## src/rtl/alu_arbiter.sv

```systemverilog
// alu_arbiter: round-robin/lock arbiter in front of the shared ALU, with a registered issue stage and registered response.
// Latency: gnt is combinational in cycle N, the op is on the alu_* ports in N+1, and rsp_* is valid in N+2.
// Backpressure: none. One op issues per cycle and responses are strobes that cannot be stalled.
// Ports: clk/rst (synchronous active-high reset); req/lock/aluop/func/a/b per requester (0 = control unit, 1 = address/branch unit);
//        gnt0/gnt1 grants; alu_aluop/alu_func/alu_a/alu_b drive the ALU and alu_result/alu_zero come back from it;
//        rsp_valid0/rsp_valid1 owner strobes; rsp_result/rsp_zero shared response bus.
module alu_arbiter #(
  parameter int DATA_WIDTH = 8,
  parameter int FUNC_WIDTH = 6
) (
  input  logic                  clk,
  input  logic                  rst,
  input  logic                  req0,
  input  logic                  req1,
  input  logic                  lock0,
  input  logic                  lock1,
  input  logic [1:0]            aluop0,
  input  logic [1:0]            aluop1,
  input  logic [FUNC_WIDTH-1:0] func0,
  input  logic [FUNC_WIDTH-1:0] func1,
  input  logic [DATA_WIDTH-1:0] a0,
  input  logic [DATA_WIDTH-1:0] a1,
  input  logic [DATA_WIDTH-1:0] b0,
  input  logic [DATA_WIDTH-1:0] b1,
  output logic                  gnt0,
  output logic                  gnt1,
  output logic [1:0]            alu_aluop,
  output logic [FUNC_WIDTH-1:0] alu_func,
  output logic [DATA_WIDTH-1:0] alu_a,
  output logic [DATA_WIDTH-1:0] alu_b,
  input  logic [DATA_WIDTH-1:0] alu_result,
  input  logic                  alu_zero,
  output logic                  rsp_valid0,
  output logic                  rsp_valid1,
  output logic [DATA_WIDTH-1:0] rsp_result,
  output logic                  rsp_zero
);

  // Arbitration state
  logic rr_ptr_q, rr_ptr_d;
  logic lock_vld_q, lock_vld_d;
  logic lock_own_q, lock_own_d;

  // Issue stage
  logic                  iss_vld_q, iss_vld_d;
  logic                  iss_own_q, iss_own_d;
  logic [1:0]            iss_aluop_q, iss_aluop_d;
  logic [FUNC_WIDTH-1:0] iss_func_q, iss_func_d;
  logic [DATA_WIDTH-1:0] iss_a_q, iss_a_d;
  logic [DATA_WIDTH-1:0] iss_b_q, iss_b_d;

  // Response stage
  logic                  rsp_valid0_q, rsp_valid1_q;
  logic [DATA_WIDTH-1:0] rsp_result_q;
  logic                  rsp_zero_q;

  logic [1:0] req_v;
  logic       gnt_any;
  logic       win;

  assign req_v = {req1, req0};

  always_comb begin
    gnt_any = 1'b0;
    win     = 1'b0;
    if (!rst) begin
      if (lock_vld_q) begin
        // The lock owner is the only candidate. If it has dropped its request,
        // this cycle is spent releasing the lock and nobody is granted.
        if (req_v[lock_own_q]) begin
          gnt_any = 1'b1;
          win     = lock_own_q;
        end
      end else if (req0 && req1) begin
        gnt_any = 1'b1;
        win     = rr_ptr_q;
      end else if (req0) begin
        gnt_any = 1'b1;
        win     = 1'b0;
      end else if (req1) begin
        gnt_any = 1'b1;
        win     = 1'b1;
      end
    end
  end

  assign gnt0 = gnt_any & ~win;
  assign gnt1 = gnt_any &  win;

  always_comb begin
    rr_ptr_d   = rr_ptr_q;
    lock_vld_d = lock_vld_q;
    lock_own_d = lock_own_q;
    if (gnt_any) begin
      rr_ptr_d   = ~win;
      lock_vld_d = win ? lock1 : lock0;
      lock_own_d = win;
    end else if (lock_vld_q) begin
      // A held lock with no grant means the owner's request is low, so the lock is released.
      lock_vld_d = 1'b0;
    end
  end

  // The issue register drives zeros on cycles with no grant.
  always_comb begin
    iss_vld_d   = gnt_any;
    iss_own_d   = 1'b0;
    iss_aluop_d = '0;
    iss_func_d  = '0;
    iss_a_d     = '0;
    iss_b_d     = '0;
    if (gnt_any) begin
      iss_own_d   = win;
      iss_aluop_d = win ? aluop1 : aluop0;
      iss_func_d  = win ? func1  : func0;
      iss_a_d     = win ? a1     : a0;
      iss_b_d     = win ? b1     : b0;
    end
  end

  always_ff @(posedge clk) begin
    if (rst) begin
      rr_ptr_q     <= 1'b0;
      lock_vld_q   <= 1'b0;
      lock_own_q   <= 1'b0;
      iss_vld_q    <= 1'b0;
      iss_own_q    <= 1'b0;
      iss_aluop_q  <= '0;
      iss_func_q   <= '0;
      iss_a_q      <= '0;
      iss_b_q      <= '0;
      rsp_valid0_q <= 1'b0;
      rsp_valid1_q <= 1'b0;
      rsp_result_q <= '0;
      rsp_zero_q   <= 1'b0;
    end else begin
      rr_ptr_q     <= rr_ptr_d;
      lock_vld_q   <= lock_vld_d;
      lock_own_q   <= lock_own_d;
      iss_vld_q    <= iss_vld_d;
      iss_own_q    <= iss_own_d;
      iss_aluop_q  <= iss_aluop_d;
      iss_func_q   <= iss_func_d;
      iss_a_q      <= iss_a_d;
      iss_b_q      <= iss_b_d;
      rsp_valid0_q <= iss_vld_q & ~iss_own_q;
      rsp_valid1_q <= iss_vld_q &  iss_own_q;
      // The response bus keeps its last value on idle cycles.
      if (iss_vld_q) begin
        rsp_result_q <= alu_result;
        rsp_zero_q   <= alu_zero;
      end
    end
  end

  assign alu_aluop  = iss_aluop_q;
  assign alu_func   = iss_func_q;
  assign alu_a      = iss_a_q;
  assign alu_b      = iss_b_q;
  assign rsp_valid0 = rsp_valid0_q;
  assign rsp_valid1 = rsp_valid1_q;
  assign rsp_result = rsp_result_q;
  assign rsp_zero   = rsp_zero_q;

endmodule

```

## config.mk

```make
export PLATFORM = sky130hd
export DESIGN_NAME = alu_arbiter
export DESIGN_NICKNAME = d
export VERILOG_FILES = /design/src/rtl/alu_arbiter.sv
export SDC_FILE = /design/constraint.sdc
export NUM_CORES = 1
export LEC_CHECK = 0
export CORE_ASPECT_RATIO = 1.4
export CORE_UTILIZATION = 64
export DETAILED_ROUTE_END_ITERATION = 8
export DONT_BUFFER_PORTS = 1
export GPL_ROUTABILITY_DRIVEN = 0
export PLACE_DENSITY = 0.92
export SLEW_MARGIN = 20
export SYNTH_ARGS = -nofsm -noshare
export SYNTH_HDL_FRONTEND = slang
export SYNTH_SLANG_ARGS = --single-unit
```

## constraint.sdc

```tcl
create_clock -name clk -period 3.4 [get_ports clk]
set_input_delay 0.68 -clock clk [delete_from_list [all_inputs] [get_ports clk]]
set_output_delay 0.68 -clock clk [all_outputs]
set_load 0.03 [all_outputs]
```

==> key figures <==
Synth
  – Syn avg cell area: 12.20 µm²
  – Mux share of post-synthesis cell area: between 6 and 7%
  – Sequential area share after synthesis: 59.15%
  – Main combinational cell family by area after synthesis: compound AO/OA/AOI/OAI gates
  – Synth Flop Type: dfxtp_1
  – Post-Synthesis Cells: 111
  – Syn nets: 174
  – Post-synth top area share: 59.15%
  – Post-Synth XOR/XNOR Area: 0%
  – Count leader, synth: dfxtp_1
  – Post-synth EDFFs: 0
  – Register bit total from synthesis: 40
  – Simple-gate area share of the yosys netlist: 9.519%
  – Synth Area in Compound Gates: between 20% and 30%
  – Post-synth cell types: 22
  – Asr flop ratio synth: 0%
  – Cell taking the most area after synthesis: dfxtp_1
  – Synth warn: 0
  – Synth top area cells: dfxtp_1 59%, a22o_1 16%, mux2i_1 6.7%
  – Post-synth top cells: 40 x dfxtp_1, 25 x a22o_1, 10 x nor2_1
  – Synth Area in Adders: 0%
  – Synth Cell Area: between 1000 and 1500 µm²

Floorplanning
  – Die Area: 2306 µm²
  – Core footprint: 1973 µm²
  – Die Y: about 56 µm
  – Row count: 19
  – Top-level I/O count: 100
  – Initial cell density of the core: ~69%
  – Die width: between 40 and 50 µm

STA
  – Min cycle time layout: 2.342 ns
  – Worst-Margin Slew: 0.7443 ns
  – Final setup margin: 1.058 ns
  – Slew Viols, Final: 0
  – Final period util: 68.88%
  – Setup violations, final: 0
  – Setup TNS: 0 ns
  – Max-slew headroom: 50.17%
  – RSZ-0062 raised after global routing: no
  – Worst Clk Skew: between 0.015 and 0.02 ns
  – Fmax: 427.0 MHz
  – Final Hold Viols: 0

Pwr
  – Max rail drop VDD: 0.4808 mV
  – Tot Pwr: ~980 µW
  – Static Leakage: 0.5865 nW
  – PD cells: a little under 700 nW/µm²

Global routing
  – Overflow after GRT: 0
  – Vias in the first global route: 857
  – Antenna violations before repair: 0
  – Global Route Usage Sum: 25.36%
  – Largest net degree at the start of global routing: 26
  – First-pass GRT wire length: about 3.8 mm

Worst setup path
  – CP Data Required Time: 2.72 ns
  – Critical Path Start Type: flip-flop
  – Crit path arrival time: about 1.7 ns
  – Crit. End Element: primary output
  – Reg2Reg Depth: 4
  – CP Launch Point: rr_ptr_q
  – Crit Reg-Reg Endpoint: alu_a[0]
  – Setup Crit Path Kind: reg2out
  – Worst Setup EP: gnt1
  – Reg2Reg Setup Slack: 1.48 ns
  – Worst-path fanout max: 6
  – Reg-to-reg startpoint: rr_ptr_q

Clock tree
  – Bufs on Longest Clock Path: 2
  – Postcts setup bufs: 0
  – CTS tree: built
  – Clk sink count: 40
  – H-tree depth: 2
  – Worst-path clk slew: 0.12 ns
  – CTS resizes: 0
  – Clk root buf: clkbuf_4
  – Hold buffers post-CTS: 0
  – Clock Latency Late Sink: 0.35 ns
  – Num CTS Buffers: 5

Hold path
  – Hold Path Class: in2reg

Route
  – Iteration-0 DRC Markers: 30
  – Iteration count of the initial detailed-routing pass: 4
  – Routed WL: 2.724 mm
  – Vias: 911
  – Post-route ant nets: 0
  – Drt via density: 6.748
  – Routed WL per cell: 20.18 µm
  – Remaining DRCs: 0

Layout
  – N_diodes: 0
  – Area Growth Syn to Fin: 6.469%
  – Nets: between 150 and 200
  – Area of the multi-input gates: 505.5 µm²
  – Post-route cell area: about 1400 µm²
  – Area occupied by registers: approximately 800 µm²
  – # fillers: 150
  – Final core occ: 73.05%
  – Share of layout cells above drive strength 1: 10.53%

Run status
  – Status: completed

Placed design
  – Dpl ws: 1.178 ns
  – Placed Area: ~1400 µm²
  – Number of buffers added on ports: 0
  – Hpwl dp: between 1.5 and 2 mm

Job
  – Max-cap viol count: 0
==> flip-flops by register name, summed over array words and instances, names as in the netlist, 2 cells and up <==
register    count
alu_a           8
alu_func        6
rsp_result      8
alu_b           8
alu_aluop       2
==> per-stage QoR <==
stage                     hold WS (ns)  instances
final                           0.3767        135
after global routing            0.3701        135
after CTS                       0.3723        135
after detailed placement        0.4013        127
after global placement          0.3937        127
after floorplan                 0.3885        111
==> kinds of logic after synthesis <==
kind of cell,Yosys count
compound gates,33
flops,40
simple gates,21
buf+inv,8
mux,9
==> cell type report <==
cell class | instances | area share (%)
Inverter | 1 | 0.2604
Clock inverter | 2 | 2.691
Multi-Input combinational cell | 63 | 35.07
Timing Repair Buffer | 2 | 1.042
Clock buffer | 6 | 3.559
Tap cell | 21 | 1.823
Sequential cell | 40 | 55.56
==> per-layer routing <==
| layer | track usage [%] | up-vias | part of all wire [%] |
|---|---|---|---|
| met5 | 0 | - | 0 |
| met4 | 20.00 | 0 | 2.9 |
| met3 | 9.881 | 10 | 12 |
| met2 | 39.73 | 71 | 53 |
| met1 | 23.82 | 420 | 32 |
| li1 | - | 410 | - |
==> worst min-delay path by stage <==
| stage | from | end | slack [ns] | depth (start not counted) |
|---|---|---|---|---|
| after global placement | iss_own_q | rsp_valid0 | 0.39 | 1 |
| after detailed placement | iss_own_q | rsp_valid0 | 0.40 | 1 |
| after global routing | rst | lock_own_q | 0.37 | 1 |
| final | rst | lock_own_q | 0.38 | 1 |
| after CTS | rst | lock_own_q | 0.37 | 1 |
| after floorplan | iss_own_q | rsp_valid0 | 0.39 | 1 |
==> placed cells by master (no fill, tap or decap), drive strengths merged <==
cell type	synthesis	layout
dfxtp	40	40
a22o	25	25
nor2	10	10
mux2i	9	9
clkbuf	2	6
a21oi	3	3
nor2b	2	2
nor3b	2	2
nand2b	2	2
o21ai	2	2
buf	5	2
nor4b	2	2
and2	1	1
inv	1	1
a2111oi	1	1
nand2	1	1
o211ai	1	1
a211oi	1	1
and3b	1	1
bufinv	0	1
clkinv	0	1
==> power by group <==
part / internal, mW / total, mW / switching (mW)
Combinational: 0.0367 / 0.0690 / 0.0322
Sequential: 0.504 / 0.590 / 0.0852
Clock: 0.176 / 0.325 / 0.149
Total: 0.717 / 0.984 / 0.267
==> critical path, stage by stage, from the launching register on <==
cell and delay, ns:
dfxtp_1 0.48, nor3b_1 0.14, nor4b_4 0.69
Note: power is estimated with default switching activity, not from simulation.
